--- config.mk ---
export PLATFORM = sky130hd
export DESIGN_NAME = int2fp
export DESIGN_NICKNAME = d
export VERILOG_FILES = /design/src/rtl/int2fp.sv
export SDC_FILE = /design/constraint.sdc
export NUM_CORES = 1
export LEC_CHECK = 0
export ABC_AREA = 1
export BUFFER_PORTS_ARGS = -buffer_cell sky130_fd_sc_hd__clkbuf_2
export CORE_MARGIN = 2
export CORE_UTILIZATION = 60
export CTS_BUF_LIST = sky130_fd_sc_hd__clkbuf_8
export DETAILED_ROUTE_END_ITERATION = 7
export PLACE_DENSITY_LB_ADDON = 0.2
export SYNTH_ARGS = -nofsm -noshare
export SYNTH_HDL_FRONTEND = slang
export SYNTH_SLANG_ARGS = --single-unit
export TNS_END_PERCENT = 30
--- constraint.sdc ---
create_clock -name clk -period 12.25 [get_ports clk]
set_input_delay 1.8375 -clock clk [delete_from_list [all_inputs] [get_ports clk]]
set_output_delay 1.8375 -clock clk [all_outputs]
set_load 0.005 [all_outputs]
--- src/rtl/int2fp.sv ---
// Multi-cycle signed 32-bit integer to IEEE-754 single converter using start/done handshake.
// Latency 4..35 cycles (2 for zero); define INT2FP_ROUND_NEAREST_EN for round-to-nearest-even, else truncate.
module int2fp (
    input  logic        clk,
    input  logic        reset,
    input  logic        start,
    input  logic [31:0] a,
    output logic [31:0] fp,
    output logic        done
);

    typedef enum logic [2:0] {
        IDLE  = 3'd0,
        ABS   = 3'd1,
        NORM  = 3'd2,
        ROUND = 3'd3,
        PACK  = 3'd4
    } state_t;

    state_t      state;
    state_t      state_nxt;
    logic [31:0] a_reg;
    logic [31:0] mag;
    logic [7:0]  exp;
    logic [22:0] frac;
    logic        sign;
    logic        zero;

    logic [22:0] frac_trunc;
    logic [23:0] frac_inc;
    logic        round_up;

    assign frac_trunc = mag[30:8];
    assign frac_inc   = {1'b0, frac_trunc} + 24'd1;

`ifdef INT2FP_ROUND_NEAREST_EN
    // Guard set and either sticky or odd lsb: ties go to even.
    assign round_up = mag[7] & ((|mag[6:0]) | mag[8]);
`else
    assign round_up = 1'b0;
`endif

    always_ff @(posedge clk or posedge reset) begin
        if (reset) begin
            state <= IDLE;
        end else begin
            state <= state_nxt;
        end
    end

    always_comb begin
        state_nxt = state;
        if (start) begin
            state_nxt = ABS;
        end else begin
            case (state)
                IDLE:    state_nxt = IDLE;
                ABS:     state_nxt = (a_reg == 32'd0) ? PACK : NORM;
                NORM:    state_nxt = mag[31] ? ROUND : NORM;
                ROUND:   state_nxt = PACK;
                PACK:    state_nxt = IDLE;
                default: state_nxt = IDLE;
            endcase
        end
    end

    always_ff @(posedge clk or posedge reset) begin
        if (reset) begin
            a_reg <= 32'd0;
            mag   <= 32'd0;
            exp   <= 8'd0;
            frac  <= 23'd0;
            sign  <= 1'b0;
            zero  <= 1'b0;
            fp    <= 32'd0;
            done  <= 1'b0;
        end else if (start) begin
            a_reg <= a;
            zero  <= 1'b0;
            fp    <= 32'd0;
            done  <= 1'b0;
        end else begin
            case (state)
                ABS: begin
                    if (a_reg == 32'd0) begin
                        zero <= 1'b1;
                    end else begin
                        sign <= a_reg[31];
                        // 0x80000000 negates to itself, which is the correct unsigned magnitude.
                        mag  <= a_reg[31] ? (~a_reg + 32'd1) : a_reg;
                        exp  <= 8'd158;
                    end
                end
                NORM: begin
                    if (!mag[31]) begin
                        mag <= mag << 1;
                        exp <= exp - 8'd1;
                    end
                end
                ROUND: begin
                    if (round_up) begin
                        frac <= frac_inc[22:0];
                        if (frac_inc[23]) begin
                            exp <= exp + 8'd1;
                        end
                    end else begin
                        frac <= frac_trunc;
                    end
                end
                PACK: begin
                    fp   <= zero ? 32'd0 : {sign, exp, frac};
                    done <= 1'b1;
                end
                default: ;
            endcase
        end
    end

endmodule
==> out/results.ini, run 1 <==
[status]
run_status = completed

[floorplan]
die_w_um = 110
die_area_mm2 = 0.0120
rows = 38
pin_count = 68
initial_core_util_pct = 61.7
fp.coreArea_mm2 = 0.0108
die_y_um = 110

[critical_path]
crit_path_end = frac[15]
required_ps = 12580
startpoint_type = input pin
path_cells = clkbuf_2 -> buf_4 -> inv_1 -> nand2_1 -> mux2_2
timing.rr.start = state[2]
path_class = in2reg
rrSetupSlack_ps = 9240
critPathLaunch = start
crit_fanout = 58
reg2reg_to = exp[2]
max_stage_delay_ps = 950
rr_worst_depth = 7
end_kind = register
slowest_stage = nand2_1
crit_arrival_ps = 4120

[finish]
fill_cells = 871
seq_area_mm2 = 0.00333
drive_gt1_share_pct = 17.4
multi_input_area_mm2 = 0.00275
n_antenna_cell = 0
areaGrowthSynthToFinish_pct = 11.4
nets = 938
fin_area_mm2 = 0.00746

[drt]
first_pass_iters = 5
post_drt_wl_per_cell_um = 14.6
drt_iter0_markers = 484
drc = 0
postRouteAntennaNets = 0
vias_per_cell = 5.37
wirelength_um = 15400
vias = 5657

[clocking]
cts_tree = done
htreeDepth = 4
cts-root-buf = clkbuf_8
postCtsSetupRepairBufs = 0
clk_pin_slew_ps = 80
ctsResizeCount = 0
cts_buffers = 17
cts.sinks = 133
clockBufferDepth = 2
ctsHoldBuffers = 0
worstSkewPairLatency_ps = 450

[timing]
finalHoldViolCount = 0
finClkSkew_ps = 14.3
relSlewSlack_pct = 23.5
setup_violations = 0
rsz0062_at_grt = no
setup_tns_ps = 0
min_period_ps = 3790
maxSlewViolCount = 0
tightestPinTransition_ps = 1140
finalCritPeriodShare_pct = 31.0
fmax_mhz = 264

[logic_synthesis]
netlist_area_mm2 = 0.00669
yosysSeqAreaShare_pct = 49.7
synthMuxAreaShare_pct = 0.841
syn-instance-count = 848
ys_ff_latch = 133
synthFlopType = dfrtp_1
synth_top_family_by_area = simple AND/OR/NAND/NOR gates
synth.distinct_cells = 34
async_flop_share_pct = 100
synthSimpleGateAreaFrac_pct = 25.6
avgSynthCellArea_um2 = 7.89
synth_warnings = 0
synth_compound_area_share_pct = 13.9
synth_edf_count = 0
synth-xor-area-share_pct = 0.393
synthAdderAreaFrac_pct = 0.374
synthesis.nets = 885

[placed_design]
post-dp-hpwl_um = 11000
gp_congestion = 0.928
place_area_mm2 = 0.00704
port_buffers = 67

[grt]
grt_pass1_wl_um = 25600
grt_max_degree = 89
grt_use_total_pct = 27.8
grt_antenna_before_repair = 0
grt_overflow = 0
grt_pass1_vias = 5188

[power]
peakVddDrop_v = 0.0000749
p_leak_nw = 3.83
p_per_area_mw_per_mm2 = 165
power_mw = 1.23

[job]
maxCapViolCount = 0

[hold_path]
holdCritStartpoint = mag[14]
holdCritPathClass = reg2reg

logic make-up after synthesis:
family	after synthesis
AOI/OAI and AO/OA	149
DFF	133
muxes	5
adders and majority gates	2
xor gates and xnor gates	3
buffers and inverters	149
and+or+nand+nor	407
synthesized netlist by cell type, types with 4 or more instances:
cell / n / share of area, %
nand2_1: 253 / 14
dfrtp_1: 133 / 50
inv_1: 108 / 6.1
o21ai_0: 67 / 5.0
nor2_1: 63 / 3.5
nand3_1: 59 / 4.4
o22ai_1: 28 / 2.6
clkbuf_1: 25 / 1.4
o21ai_2: 20 / 2.6
a21oi_1: 14 / 1.0
nand2_2: 14 / 1.3
o32ai_1: 9 / 1.2
buf_6: 6 / 1.0
nor2_2: 6 / 0.56
a21boi_1: 5 / 0.56
mux2_2: 5 / 0.84
nand4_1: 4 / 0.37
cell type report:
| class | instances | area share [%] |
|---|---|---|
| Sequential cell | 133 | 44.6 |
| Multi-Input combinational cell | 566 | 36.9 |
| Inverter | 112 | 5.71 |
| Timing Repair Buffer | 71 | 4.90 |
| Clock buffer | 17 | 3.14 |
| Clock inverter | 15 | 2.40 |
| Tap cell | 140 | 2.35 |
layout by cell type (no fill, tap or decap), types with 5 or more instances in the layout:
cell type	instances
nor2_1	63
nand2_2	14
dfrtp_1	133
nand3_1	59
o21ai_2	20
inv_1	108
clkbuf_2	67
nand2_1	253
o32ai_1	9
nor2_2	6
mux2_2	5
o21ai_0	67
a21oi_1	14
clkbuf_8	17
a21boi_1	5
o22ai_1	28
metrics by stage:
| stage | util (%) | hold slack (ps) | cells | worst slack, ps |
|---|---|---|---|---|
| 3_5_place_dp | 65.0 | 466 | 1022 | 7970 |
| 4_1_cts | 68.8 | 486 | 1054 | 8450 |
| 5_1_grt | 68.8 | 501 | 1054 | 8210 |
| 2_1_floorplan | - | 449 | 848 | 6860 |
| 6_report | 68.8 | 485 | 1054 | 8460 |
| 3_3_place_gp | 65.0 | 461 | 1022 | 8140 |
per-layer routing:
| layer | global-route usage (%) | vias up | wire, µm |
|---|---|---|---|
| li1 | - | 2818 | - |
| met1 | 41.8 | 2621 | 7350 |
| met2 | 41.7 | 200 | 6970 |
| met3 | 4.80 | 18 | 888 |
| met4 | 7.87 | 0 | 204 |
| met5 | 0 | - | 0 |
where the power goes:
part	total, mW	switching, mW	internal (mW)
combinational	0.259	0.159	0.100
clock	0.388	0.186	0.203
sequential	0.580	0.0536	0.526
total	1.23	0.398	0.829
worst min-delay path by stage:
stage	to	slack [ps]	cells past startpoint
2_1_floorplan	mag[19]	450	2
3_3_place_gp	mag[14]	460	2
3_5_place_dp	mag[14]	470	2
4_1_cts	mag[14]	490	2
5_1_grt	mag[19]	500	2
6_report	mag[14]	480	2
critical path: cells and delay by family:
kind	cells	cell delay (ps)
and+or+nand+nor	1	950
buffers and inverters	3	870
muxes	1	430
Power figures use the tool's default switching activity.
==> run 2: changes to the inputs <==
--- a/config.mk
+++ b/config.mk
@@ -8,7 +8,7 @@
 export ABC_AREA = 1
 export BUFFER_PORTS_ARGS = -buffer_cell sky130_fd_sc_hd__clkbuf_2
 export CORE_MARGIN = 2
-export CORE_UTILIZATION = 60
+export CORE_UTILIZATION = 55
 export CTS_BUF_LIST = sky130_fd_sc_hd__clkbuf_8
 export DETAILED_ROUTE_END_ITERATION = 7
 export PLACE_DENSITY_LB_ADDON = 0.2
==> constraint.sdc (replaced) <==
create_clock -name clk -period 3.2 [get_ports clk]
set_input_delay 0.48 -clock clk [delete_from_list [all_inputs] [get_ports clk]]
set_output_delay 0.48 -clock clk [all_outputs]
set_load 0.005 [all_outputs]
==> run 2 against run 1 <==
Effect of this change: core utilization shrank 5.7 points; first-iteration DRC count shrank 4.1%; cell area up 1.2%; power grew to 3.8 times the previous value; wire length grew 0.62%; largest cell class unchanged.
==> out/results.ini, run 2 (synthesis results as in run 1) <==
[placed_design]
place_area_mm2 = 0.00713  ; +1.2%
port_buffers = 67  ; unchanged
post-dp-hpwl_um = 11500  ; +4.4%
gp_congestion = 0.952  ; +2.5%

[finish]
fin_area_mm2 = 0.00754  ; +1.2%
final_common_cell = nand2_1
fill_cells = 1066  ; +22%
areaGrowthSynthToFinish_pct = 12.7
drive_gt1_share_pct = 17.7  ; +0.30 points
final_cell_mix = 253 x nand2_1, 133 x dfrtp_1, 111 x inv_1, 67 x o21ai_0, 67 x clkbuf_2
n_antenna_cell = 0  ; unchanged
nets = 945  ; +0.75%

[grt]
grt_max_degree = 56  ; -37%
grt_pass1_wl_um = 26200  ; +2.1%
grt_overflow = 0  ; unchanged
grt_pass1_vias = 5300  ; +2.2%
grt_use_total_pct = 25.9  ; -1.9 points
grt_antenna_before_repair = 0  ; unchanged

[critical_path]
reg2reg_to = exp[2]
rr_worst_depth = 7  ; unchanged
crit_fanout = 51  ; -12%
end_kind = register
startpoint_type = register
crit_path_end = exp[2]
crit_arrival_ps = 2810  ; -1310 ps
critPathLaunch = state[2]
path_class = reg2reg
required_ps = 3580  ; -9000 ps
timing.rr.start = state[2]
rrSetupSlack_ps = 770  ; -8470 ps

[floorplan]
die_y_um = 114  ; +4.3%
rows = 40  ; +5.3%
fp.coreArea_mm2 = 0.0120  ; +10%
die_w_um = 114  ; +4.3%
pin_count = 68  ; unchanged
die_area_mm2 = 0.0131  ; +8.8%
initial_core_util_pct = 55.9  ; -5.8 points

[timing]
relSlewSlack_pct = 16.5  ; -7.0 points
tightestPinTransition_ps = 1250  ; +108 ps
finalHoldViolCount = 0  ; unchanged
fmax_mhz = 411
maxSlewViolCount = 0  ; unchanged
finalCritPeriodShare_pct = 76.0
finClkSkew_ps = 11.3  ; -3.08 ps
setup_tns_ps = 0  ; unchanged
rsz0062_at_grt = no
setup_violations = 0  ; unchanged
min_period_ps = 2430

[drt]
drc = 0  ; unchanged
vias_per_cell = 5.28  ; -1.6%
wirelength_um = 15500  ; +0.62%
vias = 5641  ; -0.28%
post_drt_wl_per_cell_um = 14.5  ; -0.70%
drt_iter0_markers = 464  ; -4.1%
postRouteAntennaNets = 0  ; unchanged
first_pass_iters = 5  ; unchanged

[clocking]
htreeDepth = 4  ; unchanged
cts-root-buf = clkbuf_8
worstSkewPairLatency_ps = 450  ; about the same
cts.sinks = 133  ; unchanged
postCtsSetupRepairBufs = 0  ; unchanged
ctsHoldBuffers = 0  ; unchanged
cts_buffers = 17  ; unchanged
cts_tree = done
clk_pin_slew_ps = 80  ; about the same
ctsResizeCount = 0  ; unchanged
clockBufferDepth = 2  ; unchanged

[job]
maxCapViolCount = 0  ; unchanged

[hold_path]
holdCritPathClass = in2async

[power]
peakVddDrop_v = 0.000248  ; +230%
p_leak_nw = 3.89  ; +1.6%
p_per_area_mw_per_mm2 = 620  ; +280%
power_mw = 4.68  ; +280%

[status]
run_status = completed

run 2: final cells by class:
class | count | area, µm² | area share (%)
clock inverter | 12 | 138 | 1.82
inverter | 112 | 427 | 5.66
multi-input combinational | 566 | 2750 | 36.4
tap | 147 | 184 | 2.44
clock buffer | 20 | 275 | 3.65
timing repair buffer | 78 | 443 | 5.87
sequential | 133 | 3330 | 44.1
run 2: report_power, final:
| group | internal (mW) | leakage (nW) | switching, mW | total (mW) |
|---|---|---|---|---|
| sequential | 2.02 | 1.67 | 0.203 | 2.22 |
| combinational | 0.392 | 1.99 | 0.611 | 1.00 |
| clock | 0.820 | 0.227 | 0.634 | 1.45 |
| total | 3.23 | 3.89 | 1.45 | 4.68 |
run 2: worst min path at each step:
stage,startpoint,endpoint
6_report,reset,exp[1]
5_1_grt,reset,exp[1]
4_1_cts,reset,exp[1]
3_5_place_dp,mag[29],mag[29]
3_3_place_gp,mag[19],mag[19]
2_1_floorplan,mag[19],mag[19]
run 2: per-stage QoR:
| stage | std cells | util (%) | setup slack (ps) | hold WS, ps |
|---|---|---|---|---|
| after floorplan | 848 | - | 1070 | 449 |
| after global placement | 1036 | 59.6 | 862 | 462 |
| after detailed placement | 1036 | 59.6 | 780 | 474 |
| after CTS | 1068 | 63.1 | 774 | 147 |
| after global routing | 1068 | 63.1 | 600 | 195 |
| final | 1068 | 63.1 | 769 | 151 |
run 2: layer usage:
| metal | vias to the layer above | wire (µm) | GRT usage [%] | part of all wire [%] |
|---|---|---|---|---|
| li1 | 2829 | - | - | - |
| met1 | 2608 | 7410 | 36.6 | 48 |
| met2 | 178 | 6900 | 39.6 | 45 |
| met3 | 26 | 858 | 5.13 | 5.5 |
| met4 | 0 | 335 | 10.3 | 2.2 |
| met5 | - | 0 | 0 | 0 |
run 2: critical path, stage by stage (launching register included):
cell	delay, ps
dfrtp_1	380
inv_1	140
nand3_2	310
a21oi_2	310
nand3_4	280
inv_4	590
o21ai_0	230
o21ai_2	90
